===== src/rtl/ref_cache_lookup_ctrl_if.sv =====
// Handshake bundle between the lookup controller and its requester, comparator,
// fill path and tag memory. The controller uses the slave modport.
interface ref_cache_lookup_ctrl_if #(
  parameter int unsigned C_N_WAY       = 3,
  parameter int unsigned SET_WDTH      = 5,
  parameter int unsigned TAG_ADDR_WDTH = 12
);
  logic                     req_valid;
  logic                     req_ready;
  logic [SET_WDTH-1:0]      req_set;
  logic [TAG_ADDR_WDTH-1:0] req_tag;
  logic [7:0]               valid_bits_out;
  logic [TAG_ADDR_WDTH-1:0] cmp_tag_out;
  logic                     cmp_hit;
  logic [C_N_WAY-1:0]       cmp_way;
  logic                     fill_req_valid;
  logic                     fill_req_ready;
  logic [SET_WDTH-1:0]      fill_set;
  logic [C_N_WAY-1:0]       fill_way;
  logic [TAG_ADDR_WDTH-1:0] fill_tag;
  logic                     fill_done;
  logic                     tag_wr_en;
  logic [SET_WDTH-1:0]      tag_wr_set;
  logic [C_N_WAY-1:0]       tag_wr_way;
  logic [TAG_ADDR_WDTH-1:0] tag_wr_tag;
  logic                     resp_valid;
  logic                     resp_ready;
  logic                     resp_hit;
  logic [C_N_WAY-1:0]       resp_way;
  logic                     flush;

  modport master (
    output req_valid, req_set, req_tag, cmp_hit, cmp_way, fill_req_ready, fill_done,
           resp_ready, flush,
    input  req_ready, valid_bits_out, cmp_tag_out, fill_req_valid, fill_set, fill_way,
           fill_tag, tag_wr_en, tag_wr_set, tag_wr_way, tag_wr_tag, resp_valid, resp_hit,
           resp_way
  );

  modport slave (
    input  req_valid, req_set, req_tag, cmp_hit, cmp_way, fill_req_ready, fill_done,
           resp_ready, flush,
    output req_ready, valid_bits_out, cmp_tag_out, fill_req_valid, fill_set, fill_way,
           fill_tag, tag_wr_en, tag_wr_set, tag_wr_way, tag_wr_tag, resp_valid, resp_hit,
           resp_way
  );
endinterface


===== src/rtl/ref_cache_lookup_ctrl.sv =====
// Lookup control for the 8-way reference-pixel cache: valid bits, tree-PLRU, miss fill.
// Define REF_CACHE_STATS_EN to add saturating hit/miss counters.
module ref_cache_lookup_ctrl #(
  parameter int unsigned C_N_WAY       = 3,
  parameter int unsigned SET_WDTH      = 5,
  parameter int unsigned TAG_ADDR_WDTH = 12
) (
  input  logic                    clk,
  input  logic                    reset_n,
  ref_cache_lookup_ctrl_if.slave  bus
`ifdef REF_CACHE_STATS_EN
  ,
  output logic [31:0]             stat_hits,
  output logic [31:0]             stat_misses
`endif
);

  localparam int unsigned NumSets = 1 << SET_WDTH;

  typedef enum logic [2:0] {StIdle, StLookup, StMissReq, StMissWait, StResp} state_e;

  state_e                            state_q, state_d;
  logic [SET_WDTH-1:0]               set_q, set_d;
  logic [TAG_ADDR_WDTH-1:0]          tag_q, tag_d;
  logic [C_N_WAY-1:0]                way_q, way_d;
  logic                              hit_q, hit_d;
  logic [NumSets-1:0][7:0]           valid_q, valid_d;
  logic [NumSets-1:0][6:0]           plru_q, plru_d;
  logic [C_N_WAY-1:0]                victim;

  function automatic logic [2:0] pick_victim(input logic [7:0] v, input logic [6:0] p);
    logic [2:0] w;
    logic       found;
    w     = '0;
    found = 1'b0;
    for (int i = 0; i < 8; i++) begin
      if (!found && !v[i]) begin
        w     = 3'(i);
        found = 1'b1;
      end
    end
    if (!found) begin
      w[2] = p[0];
      w[1] = w[2] ? p[2] : p[1];
      case (w[2:1])
        2'd0:    w[0] = p[3];
        2'd1:    w[0] = p[4];
        2'd2:    w[0] = p[5];
        default: w[0] = p[6];
      endcase
    end
    return w;
  endfunction

  // Point every node on the path to w away from w.
  function automatic logic [6:0] touch(input logic [6:0] p, input logic [2:0] w);
    logic [6:0] r;
    r    = p;
    r[0] = ~w[2];
    if (w[2]) r[2] = ~w[1];
    else      r[1] = ~w[1];
    case (w[2:1])
      2'd0:    r[3] = ~w[0];
      2'd1:    r[4] = ~w[0];
      2'd2:    r[5] = ~w[0];
      default: r[6] = ~w[0];
    endcase
    return r;
  endfunction

  assign victim = pick_victim(valid_q[set_q], plru_q[set_q]);

  always_comb begin
    state_d = state_q;
    set_d   = set_q;
    tag_d   = tag_q;
    way_d   = way_q;
    hit_d   = hit_q;
    valid_d = valid_q;
    plru_d  = plru_q;
    case (state_q)
      StIdle: begin
        if (bus.flush) begin
          valid_d = '0;
          plru_d  = '0;
        end else if (bus.req_valid) begin
          set_d   = bus.req_set;
          tag_d   = bus.req_tag;
          state_d = StLookup;
        end
      end
      StLookup: begin
        if (bus.cmp_hit) begin
          way_d          = bus.cmp_way;
          hit_d          = 1'b1;
          plru_d[set_q]  = touch(plru_q[set_q], bus.cmp_way);
          state_d        = StResp;
        end else begin
          way_d                 = victim;
          hit_d                 = 1'b0;
          valid_d[set_q][victim] = 1'b0;
          state_d               = StMissReq;
        end
      end
      StMissReq: begin
        if (bus.fill_req_ready) state_d = StMissWait;
      end
      StMissWait: begin
        if (bus.fill_done) begin
          valid_d[set_q][way_q] = 1'b1;
          plru_d[set_q]         = touch(plru_q[set_q], way_q);
          state_d               = StResp;
        end
      end
      StResp: begin
        if (bus.resp_ready) state_d = StIdle;
      end
      default: state_d = StIdle;
    endcase
  end

  always_ff @(posedge clk or negedge reset_n) begin
    if (!reset_n) begin
      state_q <= StIdle;
      set_q   <= '0;
      tag_q   <= '0;
      way_q   <= '0;
      hit_q   <= 1'b0;
      valid_q <= '0;
      plru_q  <= '0;
    end else begin
      state_q <= state_d;
      set_q   <= set_d;
      tag_q   <= tag_d;
      way_q   <= way_d;
      hit_q   <= hit_d;
      valid_q <= valid_d;
      plru_q  <= plru_d;
    end
  end

  // reset_n gating keeps req_ready low while reset is asserted.
  assign bus.req_ready      = reset_n && (state_q == StIdle) && !bus.flush;
  assign bus.valid_bits_out = valid_q[set_q];
  assign bus.cmp_tag_out    = tag_q;
  assign bus.fill_req_valid = (state_q == StMissReq);
  assign bus.fill_set       = set_q;
  assign bus.fill_way       = way_q;
  assign bus.fill_tag       = tag_q;
  assign bus.tag_wr_en      = (state_q == StMissWait) && bus.fill_done;
  assign bus.tag_wr_set     = set_q;
  assign bus.tag_wr_way     = way_q;
  assign bus.tag_wr_tag     = tag_q;
  assign bus.resp_valid     = (state_q == StResp);
  assign bus.resp_hit       = hit_q;
  assign bus.resp_way       = way_q;

`ifdef REF_CACHE_STATS_EN
  logic [31:0] hits_q, misses_q;

  always_ff @(posedge clk or negedge reset_n) begin
    if (!reset_n) begin
      hits_q   <= '0;
      misses_q <= '0;
    end else if (state_q == StIdle && bus.flush) begin
      hits_q   <= '0;
      misses_q <= '0;
    end else if (state_q == StLookup) begin
      if (bus.cmp_hit) begin
        if (hits_q != '1) hits_q <= hits_q + 32'd1;
      end else begin
        if (misses_q != '1) misses_q <= misses_q + 32'd1;
      end
    end
  end

  assign stat_hits   = hits_q;
  assign stat_misses = misses_q;
`endif

endmodule

===== src/flat_wrapper.sv =====
// flat-port wrapper written by rule: the top's interface ports become plain ports
module ref_cache_lookup_ctrl_flat 
#(
  parameter int unsigned C_N_WAY       = 3,
  parameter int unsigned SET_WDTH      = 5,
  parameter int unsigned TAG_ADDR_WDTH = 12
)
  (clk, reset_n, bus_req_valid, bus_req_set, bus_req_tag, bus_cmp_hit, bus_cmp_way, bus_fill_req_ready, bus_fill_done, bus_resp_ready, bus_flush, bus_req_ready, bus_valid_bits_out, bus_cmp_tag_out, bus_fill_req_valid, bus_fill_set, bus_fill_way, bus_fill_tag, bus_tag_wr_en, bus_tag_wr_set, bus_tag_wr_way, bus_tag_wr_tag, bus_resp_valid, bus_resp_hit, bus_resp_way);
  ref_cache_lookup_ctrl_if #(.C_N_WAY(C_N_WAY), .SET_WDTH(SET_WDTH), .TAG_ADDR_WDTH(TAG_ADDR_WDTH)) bus_i ();
  input  logic clk;
  input  logic reset_n;
  input wire logic [$bits(bus_i.req_valid)-1:0] bus_req_valid;
  input wire logic [$bits(bus_i.req_set)-1:0] bus_req_set;
  input wire logic [$bits(bus_i.req_tag)-1:0] bus_req_tag;
  input wire logic [$bits(bus_i.cmp_hit)-1:0] bus_cmp_hit;
  input wire logic [$bits(bus_i.cmp_way)-1:0] bus_cmp_way;
  input wire logic [$bits(bus_i.fill_req_ready)-1:0] bus_fill_req_ready;
  input wire logic [$bits(bus_i.fill_done)-1:0] bus_fill_done;
  input wire logic [$bits(bus_i.resp_ready)-1:0] bus_resp_ready;
  input wire logic [$bits(bus_i.flush)-1:0] bus_flush;
  output wire logic [$bits(bus_i.req_ready)-1:0] bus_req_ready;
  output wire logic [$bits(bus_i.valid_bits_out)-1:0] bus_valid_bits_out;
  output wire logic [$bits(bus_i.cmp_tag_out)-1:0] bus_cmp_tag_out;
  output wire logic [$bits(bus_i.fill_req_valid)-1:0] bus_fill_req_valid;
  output wire logic [$bits(bus_i.fill_set)-1:0] bus_fill_set;
  output wire logic [$bits(bus_i.fill_way)-1:0] bus_fill_way;
  output wire logic [$bits(bus_i.fill_tag)-1:0] bus_fill_tag;
  output wire logic [$bits(bus_i.tag_wr_en)-1:0] bus_tag_wr_en;
  output wire logic [$bits(bus_i.tag_wr_set)-1:0] bus_tag_wr_set;
  output wire logic [$bits(bus_i.tag_wr_way)-1:0] bus_tag_wr_way;
  output wire logic [$bits(bus_i.tag_wr_tag)-1:0] bus_tag_wr_tag;
  output wire logic [$bits(bus_i.resp_valid)-1:0] bus_resp_valid;
  output wire logic [$bits(bus_i.resp_hit)-1:0] bus_resp_hit;
  output wire logic [$bits(bus_i.resp_way)-1:0] bus_resp_way;
  assign bus_i.req_valid = bus_req_valid;
  assign bus_i.req_set = bus_req_set;
  assign bus_i.req_tag = bus_req_tag;
  assign bus_i.cmp_hit = bus_cmp_hit;
  assign bus_i.cmp_way = bus_cmp_way;
  assign bus_i.fill_req_ready = bus_fill_req_ready;
  assign bus_i.fill_done = bus_fill_done;
  assign bus_i.resp_ready = bus_resp_ready;
  assign bus_i.flush = bus_flush;
  assign bus_req_ready = bus_i.req_ready;
  assign bus_valid_bits_out = bus_i.valid_bits_out;
  assign bus_cmp_tag_out = bus_i.cmp_tag_out;
  assign bus_fill_req_valid = bus_i.fill_req_valid;
  assign bus_fill_set = bus_i.fill_set;
  assign bus_fill_way = bus_i.fill_way;
  assign bus_fill_tag = bus_i.fill_tag;
  assign bus_tag_wr_en = bus_i.tag_wr_en;
  assign bus_tag_wr_set = bus_i.tag_wr_set;
  assign bus_tag_wr_way = bus_i.tag_wr_way;
  assign bus_tag_wr_tag = bus_i.tag_wr_tag;
  assign bus_resp_valid = bus_i.resp_valid;
  assign bus_resp_hit = bus_i.resp_hit;
  assign bus_resp_way = bus_i.resp_way;
  ref_cache_lookup_ctrl #(.C_N_WAY(C_N_WAY), .SET_WDTH(SET_WDTH), .TAG_ADDR_WDTH(TAG_ADDR_WDTH)) u_core (.clk(clk), .reset_n(reset_n), .bus(bus_i));
endmodule

===== config.mk =====
export PLATFORM = sky130hd
export DESIGN_NAME = ref_cache_lookup_ctrl_flat
export DESIGN_NICKNAME = d
export VERILOG_FILES = /design/src/rtl/ref_cache_lookup_ctrl_if.sv /design/src/rtl/ref_cache_lookup_ctrl.sv /design/src/flat_wrapper.sv
export SDC_FILE = /design/constraint.sdc
export NUM_CORES = 2
export LEC_CHECK = 0
export ABC_AREA = 1
export CORE_ASPECT_RATIO = 0.5
export CORE_MARGIN = 5
export CORE_UTILIZATION = 65
export CTS_BUF_LIST = sky130_fd_sc_hd__clkbuf_8 sky130_fd_sc_hd__clkbuf_16
export DETAILED_ROUTE_END_ITERATION = 10
export DONT_BUFFER_PORTS = 1
export PLACE_DENSITY = 0.81
export SLEW_MARGIN = 20
export SYNTH_ARGS = -nofsm -noshare
export SYNTH_HDL_FRONTEND = slang
export SYNTH_SLANG_ARGS = --single-unit

===== constraint.sdc =====
create_clock -name clk -period 3.88 [get_ports clk]
set_clock_uncertainty 0.1 [all_clocks]
set_input_delay 0.582 -clock clk [delete_from_list [all_inputs] [get_ports clk]]
set_output_delay 0.582 -clock clk [all_outputs]
set_load 0.01 [all_outputs]

Word level (Yosys, flattened, before mapping)
Cells that the tools add are included.
{ "totals": {"register_bits": 504, "in_bits": 28, "elab_cells": 228} }
{ "classes": {"n_lt_le_gt_ge": 6, "eq_ne": 18, "mux": 87, "bitwise": 10, "reduce_logical": 38} }
{ "op_table": {"columns": ["op", "n"], "rows": [
  ["$mux W256", 3],
  ["$pmux W256 S3", 1],
  ["$mux W224", 3],
  ["$pmux W224 S3", 1],
  ["$bwmux W224", 2],
  ["$and A256 B256 Y256", 1],
  ["$not A256 Y256", 1],
  ["$or A256 B256 Y256", 1],
  ["$demux W8 S5", 2],
  ["$mux W1", 49],
  ["$mux W3", 14],
  ["$bmux W8 S5", 1],
  ["$bmux W7 S5", 1],
  ["$demux W7 S5", 1],
  ["$mux W8", 3],
  ["$ne A2 B2 Y1 const B", 8],
  ["$pmux W3 S5", 1],
  ["$logic_not A1 Y1", 14],
  ["$mux W7", 2],
  ["$logic_and A1 B1 Y1", 13],
  ["$lt A3 B4 Y1 const B", 2],
  ["$reduce_and A4 Y1", 2],
  ["$not A1 Y1", 7],
  ["$demux W1 S3", 2],
  ["other kinds (15)", 24]
]} }

Longest topological paths before layout
{ "depth": {"depth_word": 34, "depth_mapped": 26, "mapped_depth_nobuf": 22} }

Worst setup path after synthesis
No wires, ideal clock.
{ "synth_path": {"path_type": "reg2reg", "startpoint": "register u_core.set_q[0] (netlist: u_core.bus.fill_set[0])", "endpoint": "register u_core.valid_q[130] (netlist bit)", "setup_time_ps": 117, "arrival_ps": 2693, "setup_slack_ps": 969, "stages_incl_launch_ff": 21, "path_buffers": 4, "period_less_slack_ps": 2911, "path_cell_list": "dfrtp_1 -> buf_2 -> nor2_1 -> clkbuf_1 -> a21oi_1 -> nand2_1 -> nand2_1 -> nand2_1 -> nor2_1 -> nand2_1 -> nand3_2 -> o21ai_1 -> nand2_2 -> inv_4 -> buf_6 -> buf_4 -> nand3_1 -> nand2_1 -> nand2_1 -> nand2_1 -> nand2_1"} }
{ "synth_between": {"word_cells_on_any_way": 63, "cone_classes": "order compare: 4; eq/ne: 2; mux: 31; bitwise: 3; reduce/logical: 23"} }
{ "synth_lines": {"columns": ["element", "line_no", "text"], "rows": [
  ["from (decl)", "ref_cache_lookup_ctrl.sv:23", "logic [SET_WDTH-1:0] set_q, set_d;"],
  ["from (signal assigned)", "ref_cache_lookup_ctrl.sv:133", "set_q <= set_d;"],
  ["$bmux W8 S5 *", null, null],
  ["$mux W8 *", null, null],
  ["named net bus_valid_bits_out[5]", "flat_wrapper.sv:22", "output wire logic [$bits(bus_i.valid_bits_out)-1:0] bus_valid_bits_out;"],
  ["$logic_not A1 Y1 *", "ref_cache_lookup_ctrl.sv:37", "if (!found && !v[i]) begin"],
  ["$logic_and A1 B1 Y1 *", "ref_cache_lookup_ctrl.sv:37", null],
  ["$mux W1", "ref_cache_lookup_ctrl.sv:37", null],
  ["$logic_not A1 Y1", "ref_cache_lookup_ctrl.sv:37", null],
  ["$logic_and A1 B1 Y1", "ref_cache_lookup_ctrl.sv:37", null],
  ["[7 not listed]", null, null],
  ["$mux W1 (not written as such)", "ref_cache_lookup_ctrl.sv:101", "valid_d[set_q][victim] = 1'b0;"],
  ["$demux W1 S3 *", null, null],
  ["$mux W8 (not written as such) *", "ref_cache_lookup_ctrl.sv:101", null],
  ["$demux W8 S5 *", null, null],
  ["$not A256 Y256 (no source line) *", null, null],
  ["$and A256 B256 Y256 (no source line) *", null, null],
  ["$mux W256 *", "ref_cache_lookup_ctrl.sv:93", "if (bus.cmp_hit) begin"],
  ["$pmux W256 S3 *", "ref_cache_lookup_ctrl.sv:81", "case (state_q)"],
  ["to (signal assigned)", "ref_cache_lookup_ctrl.sv:137", "valid_q <= valid_d;"],
  ["to (decl)", "ref_cache_lookup_ctrl.sv:27", "logic [NumSets-1:0][7:0] valid_q, valid_d;"]
]} }
The timed path passes the listed nets; every way through them passes the cells marked *. The select of a mux whose other input is x is not followed.
A chain may end at the register's enable or synchronous reset.

Worst setup path after layout
{ "layout_path": {"startpoint": "register u_core.set_q[1] (netlist: u_core.bus.fill_set[1])", "endpoint": "register u_core.valid_q[106] (netlist bit)"} }
{ "layout_between": {"elab_chain_cells": 34, "word_cells_on_any_way": 63, "cone_classes": "order compare: 4; eq/ne: 2; mux: 31; bitwise: 3; reduce/logical: 23"} }
{ "layout_lines": {"columns": ["element", "line_no", "text"], "rows": [
  ["$bmux W8 S5", "ref_cache_lookup_ctrl.sv:71", "assign victim = pick_victim(valid_q[set_q], plru_q[set_q]);"],
  ["$mux W8 (not written as such)", "ref_cache_lookup_ctrl.sv:71", null],
  ["$logic_not A1 Y1", "ref_cache_lookup_ctrl.sv:37", null],
  ["$logic_and A1 B1 Y1", "ref_cache_lookup_ctrl.sv:37", null],
  ["$mux W1", "ref_cache_lookup_ctrl.sv:37", null],
  ["$logic_not A1 Y1", "ref_cache_lookup_ctrl.sv:37", null],
  ["$logic_and A1 B1 Y1", "ref_cache_lookup_ctrl.sv:37", null],
  ["$mux W1", "ref_cache_lookup_ctrl.sv:37", null],
  ["[18 not listed]", null, null],
  ["$mux W1 (not written as such)", "ref_cache_lookup_ctrl.sv:101", null],
  ["$demux W1 S3", null, null],
  ["$mux W8 (not written as such)", "ref_cache_lookup_ctrl.sv:101", null],
  ["$demux W8 S5", null, null],
  ["$not A256 Y256 (no source line)", null, null],
  ["$and A256 B256 Y256 (no source line)", null, null],
  ["$mux W256", "ref_cache_lookup_ctrl.sv:93", null],
  ["$pmux W256 S3 *", "ref_cache_lookup_ctrl.sv:81", null]
]} }
Every way passes the cells marked *; elsewhere a longest branch is shown, timed or not. The select of a mux whose other input is x is not followed.

==> summary by stage <==
Outcome
The flow ran to the end, but the final reports show violations. The final reports fail on hold timing, slew limit.

Routing
After the first detailed-routing iteration, the DRC count stood at about 7,400. The final wirelength is 137,000 µm. After detailed routing, the number of vias per cell comes to roughly 6.4. The number of remaining DRC errors is 0. The average wire per standard cell is about 21 µm. The total vias in the final route is 41,900.

Before antenna repair, the detailed router went through 9 iterations. The remaining antenna violation count after routing is 0.

Critical path
Data on the critical path arrives at its endpoint at around 4200 ps. The maximum fanout count along the critical path is 34. Tracing the worst setup path back leads to its startpoint at u_core.bus.fill_set[1]$_DFFE_PN0P_.

The most repeated library cell on the critical path is nand2_1. STA classifies the critical path endpoint as a register. Walking the worst path, the cells encountered are buf_12, nor2_2, clkinv_1, buf_4, o22ai_1, o21ai_0, and3_1, nand2_1, nand2_1, nand3_1, nand2_1, nand2_4, inv_4, buf_4, nand2_2, o21ai_1, a21oi_1. The critical path is of the register to register type. The critical-path cell with the highest stage delay is dfrtp_2. In this run the critical register-to-register path is launched from u_core.bus.fill_set[1]$_DFFE_PN0P_. The required time at the worst-slack endpoint is 4270 ps.

The worst register-to-register path ends at u_core.valid_q[106]$_DFFE_PN0P_. Counting cells, the worst reg-to-reg path comes to 17. The setup check on the worst reg-to-reg path leaves a slack of about 94 ps. On the worst path, the slowest cell contributes a delay of approximately 400 ps. The startpoint kind of the worst setup timing path is a register.

Clock tree
At the later pin of the worst-skew pair, clock insertion delay measures approximately 620 ps. Clock-pin slew was measured on the worst setup and hold paths at 70 ps. TritonCTS built the clock tree. The clock passes through at most 3 buffers. The H-tree was split into 2 levels. The tree is rooted in a clkbuf_16. The number of buffers created by CTS is between 40 and 50. The number of setup buffers added after CTS is 0.

For this design, the sink count on the clock tree is roughly 500.

Floorplanning
After floorplanning, the core was divided into slightly above 60 placement rows. The standard cell core area is approximately 0.056 mm². The area of the die is ~0.06 mm². The floorplan step set the die width to 347 µm. In this run the vertical extent of the chip is approximately 180 µm. The starting utilization of the core area is 66.1%. 96 I/O pins were placed.

Logic synthesis
The area fraction of the dominant cell type after synthesis is between 30% and 40%. The post-synthesis sequential element count is ~500. In the synthesized netlist the async set-or-reset flop fraction comes to 100%. Each instance of the synthesized netlist takes up on average slightly above 6 µm². The number of distinct library cell variants in the gate-level netlist after synthesis is 47.

The count of warnings emitted by yosys is 0. The most frequent cell after synthesis is nand2_1. The cell count after synthesis is ~6,000. The netlist area before placement is 0.0369 mm².

By area the synthesized netlist is led by dfrtp_1, nand2_1, o21ai_0. The fraction of the yosys area taken by sequential cells is about a third. The number of synthesized flops with an enable pin is 0. The number of nets produced by synthesis is around 6,000. Of all cell types, the one taking the most synthesized area is dfrtp_1. The commonest cells after synthesis are nand2_1, o21ai_0, nor2_1. The most used flip-flop cell after synthesis is dfrtp_1.

Final layout
The relative area change from synthesis to final layout is 5.97%. The summed area of non-filler cells in the final layout is a little under 0.04 mm². The fill cell total of the finished layout is between 4,000 and 5,000.

The final core utilization is 70.0%. For this run, the post-layout net count is about 5,700. Of the cells placed in the final design, the portion with a size suffix greater than 1 is between 5 and 6%. The filler-free cell count of the finished design is between 6,000 and 7,000.

Run
The tool flagged a number of max-cap violations equal to 0.

Timing
The actual slew at the worst max-slew pin is between 2000 and 3000 ps. The max-slew violation count is roughly 380. Setup repair after global routing left no endpoint under its margin. The smallest clock period supported by the final layout is computed as ~3800 ps. Timing would allow up to 264 MHz.

After layout, the worst path uses 97.6% of the clock period. The worst hold margin is -410 ps. Setup violations remaining at the end of the flow were counted as 0. Measured against its own limit, the worst slew margin works out to -81.7%. Summed over all failing endpoints, the final setup total negative slack is 0 ps. The hold violation count in the final report is ~280.

Place
The count of input and output buffers is 0. The final weighted congestion of routability-driven global placement is 0.964. Summing all placed instances gives a cell area of approximately 0.037 mm². The placed wire-length estimate is 81,900 µm. The total placed cells including tap cells is about 6,400.

Global routing
The total routing resource utilization after global routing is between 40 and 50%. For this run the aggregate overflow at the end of global routing stands at 0. The first global-routing pass estimated about 210,000 µm of wire. The number of antenna violations at the first check in global routing was 0. The maximum number of pins on one net before global-route repair is a little over 500. The via count of the first global-routing pass was a little under 40,000.

Pwr
The leakage power summed over all cells is approximately 19 nW. VDD sags by at most ~0.91 mV. The power density over the cells is between 800 and 900 mW/mm².

Worst hold path
The classification of the worst-slack hold path is input pin to async pin.
## critical path, delay by kind of cell, from the launching register on
family	cells	cell delay, ps
and+or+nand+nor	8	1380
buffers and inverters	5	1000
AOI/OAI and AO/OA	4	760
DFF	1	400
## flip-flops by register name, indices dropped and copies added, names as in the netlist
register	cells
u_core.bus.cmp_tag_out	12
u_core.state_q	3
u_core.plru_q	224
u_core.valid_q	256
u_core.bus.fill_set	5
u_core.bus.resp_hit	1
u_core.bus.fill_way	3
## what timing repair did
action                                 CTS  global route
setup endpoints to repair                0           132
resized for setup                        0             9
endpoints found under the hold margin  504           504
## kinds of logic after synthesis
group                  count (synthesis)  share of synthesized area (%)
AO/OA/AOI/OAI                       1424                           21.6
AND/OR/NAND/NOR                     3077                           32.9
multiplexers                          12                          0.367
flip-flops                           504                           34.2
buffers and inverters                990                           11.0
## power by group
group          internal (mW)  switching, mW  total (mW)
registers               6.67           1.24        7.91
clock network           2.84           2.31        5.15
logic                   4.98           14.3        19.3
total                   14.5           17.9        32.4
## stage by stage
stage / setup WS, ps / power, mW / hold slack (ps)
final: 94.1 / 32.4 / -410
after global routing: 33.0 / 33.9 / -425
after CTS: 183 / 31.4 / -416
after detailed placement: 223 / 26.3 / 218
after global placement: 267 / 25.7 / 217
after floorplan: 969 / 20.2 / 186
## cells in the final DEF, fill, tap and decap left out, types with 8 or more instances in the layout
cell       instances
buf_4            125
nor2_1           625
a22o_1           133
nor2_4             8
o21ai_0          728
nand2_1         2177
o21ai_1           28
clkbuf_16         51
nand3_1          205
nor3_4             8
a21oi_1          400
a311oi_1          23
nand2_2           11
clkinv_2          11
o22ai_1           32
dfrtp_1          502
o21ai_2            9
inv_1            472
a22oi_1           45
mux2_2            12
nand4_1           19
buf_12            34
clkbuf_8          17
## cell type report
| class | count | area (µm²) | share of cell area [%] |
|---|---|---|---|
| well taps | 756 | 946 | 2.42 |
| clock inverters | 23 | 155 | 0.397 |
| repair buffers | 161 | 1640 | 4.20 |
| clock buffers | 68 | 1510 | 3.87 |
| flip-flops and latches | 504 | 12600 | 32.3 |
| diodes | 1 | 2.50 | 0.00641 |
| inverters | 483 | 1850 | 4.73 |
| multi-input cells | 4513 | 20300 | 52.1 |
## worst max path at each step
stage / endpoint / slack, ps / cells after the start
5_1_grt: u_core.valid_q[34]$_DFFE_PN0P_ / 30 / 18
2_1_floorplan: u_core.valid_q[130]$_DFFE_PN0P_ / 970 / 20
3_5_place_dp: u_core.valid_q[164]$_DFFE_PN0P_ / 220 / 24
6_report: u_core.valid_q[106]$_DFFE_PN0P_ / 90 / 17
4_1_cts: u_core.valid_q[180]$_DFFE_PN0P_ / 180 / 24
3_3_place_gp: u_core.valid_q[129]$_DFFE_PN0P_ / 270 / 23
## layer usage
layer / vias to the layer above / GRT usage [%] / part of all wire, %
met5: - / 0 / 0
met4: 0 / 21.1 / 5.5
met3: 656 / 13.6 / 16
met2: 3281 / 63.8 / 42
met1: 19300 / 55.9 / 36
li1: 18600 / - / -
Power figures use the tool's default switching activity.
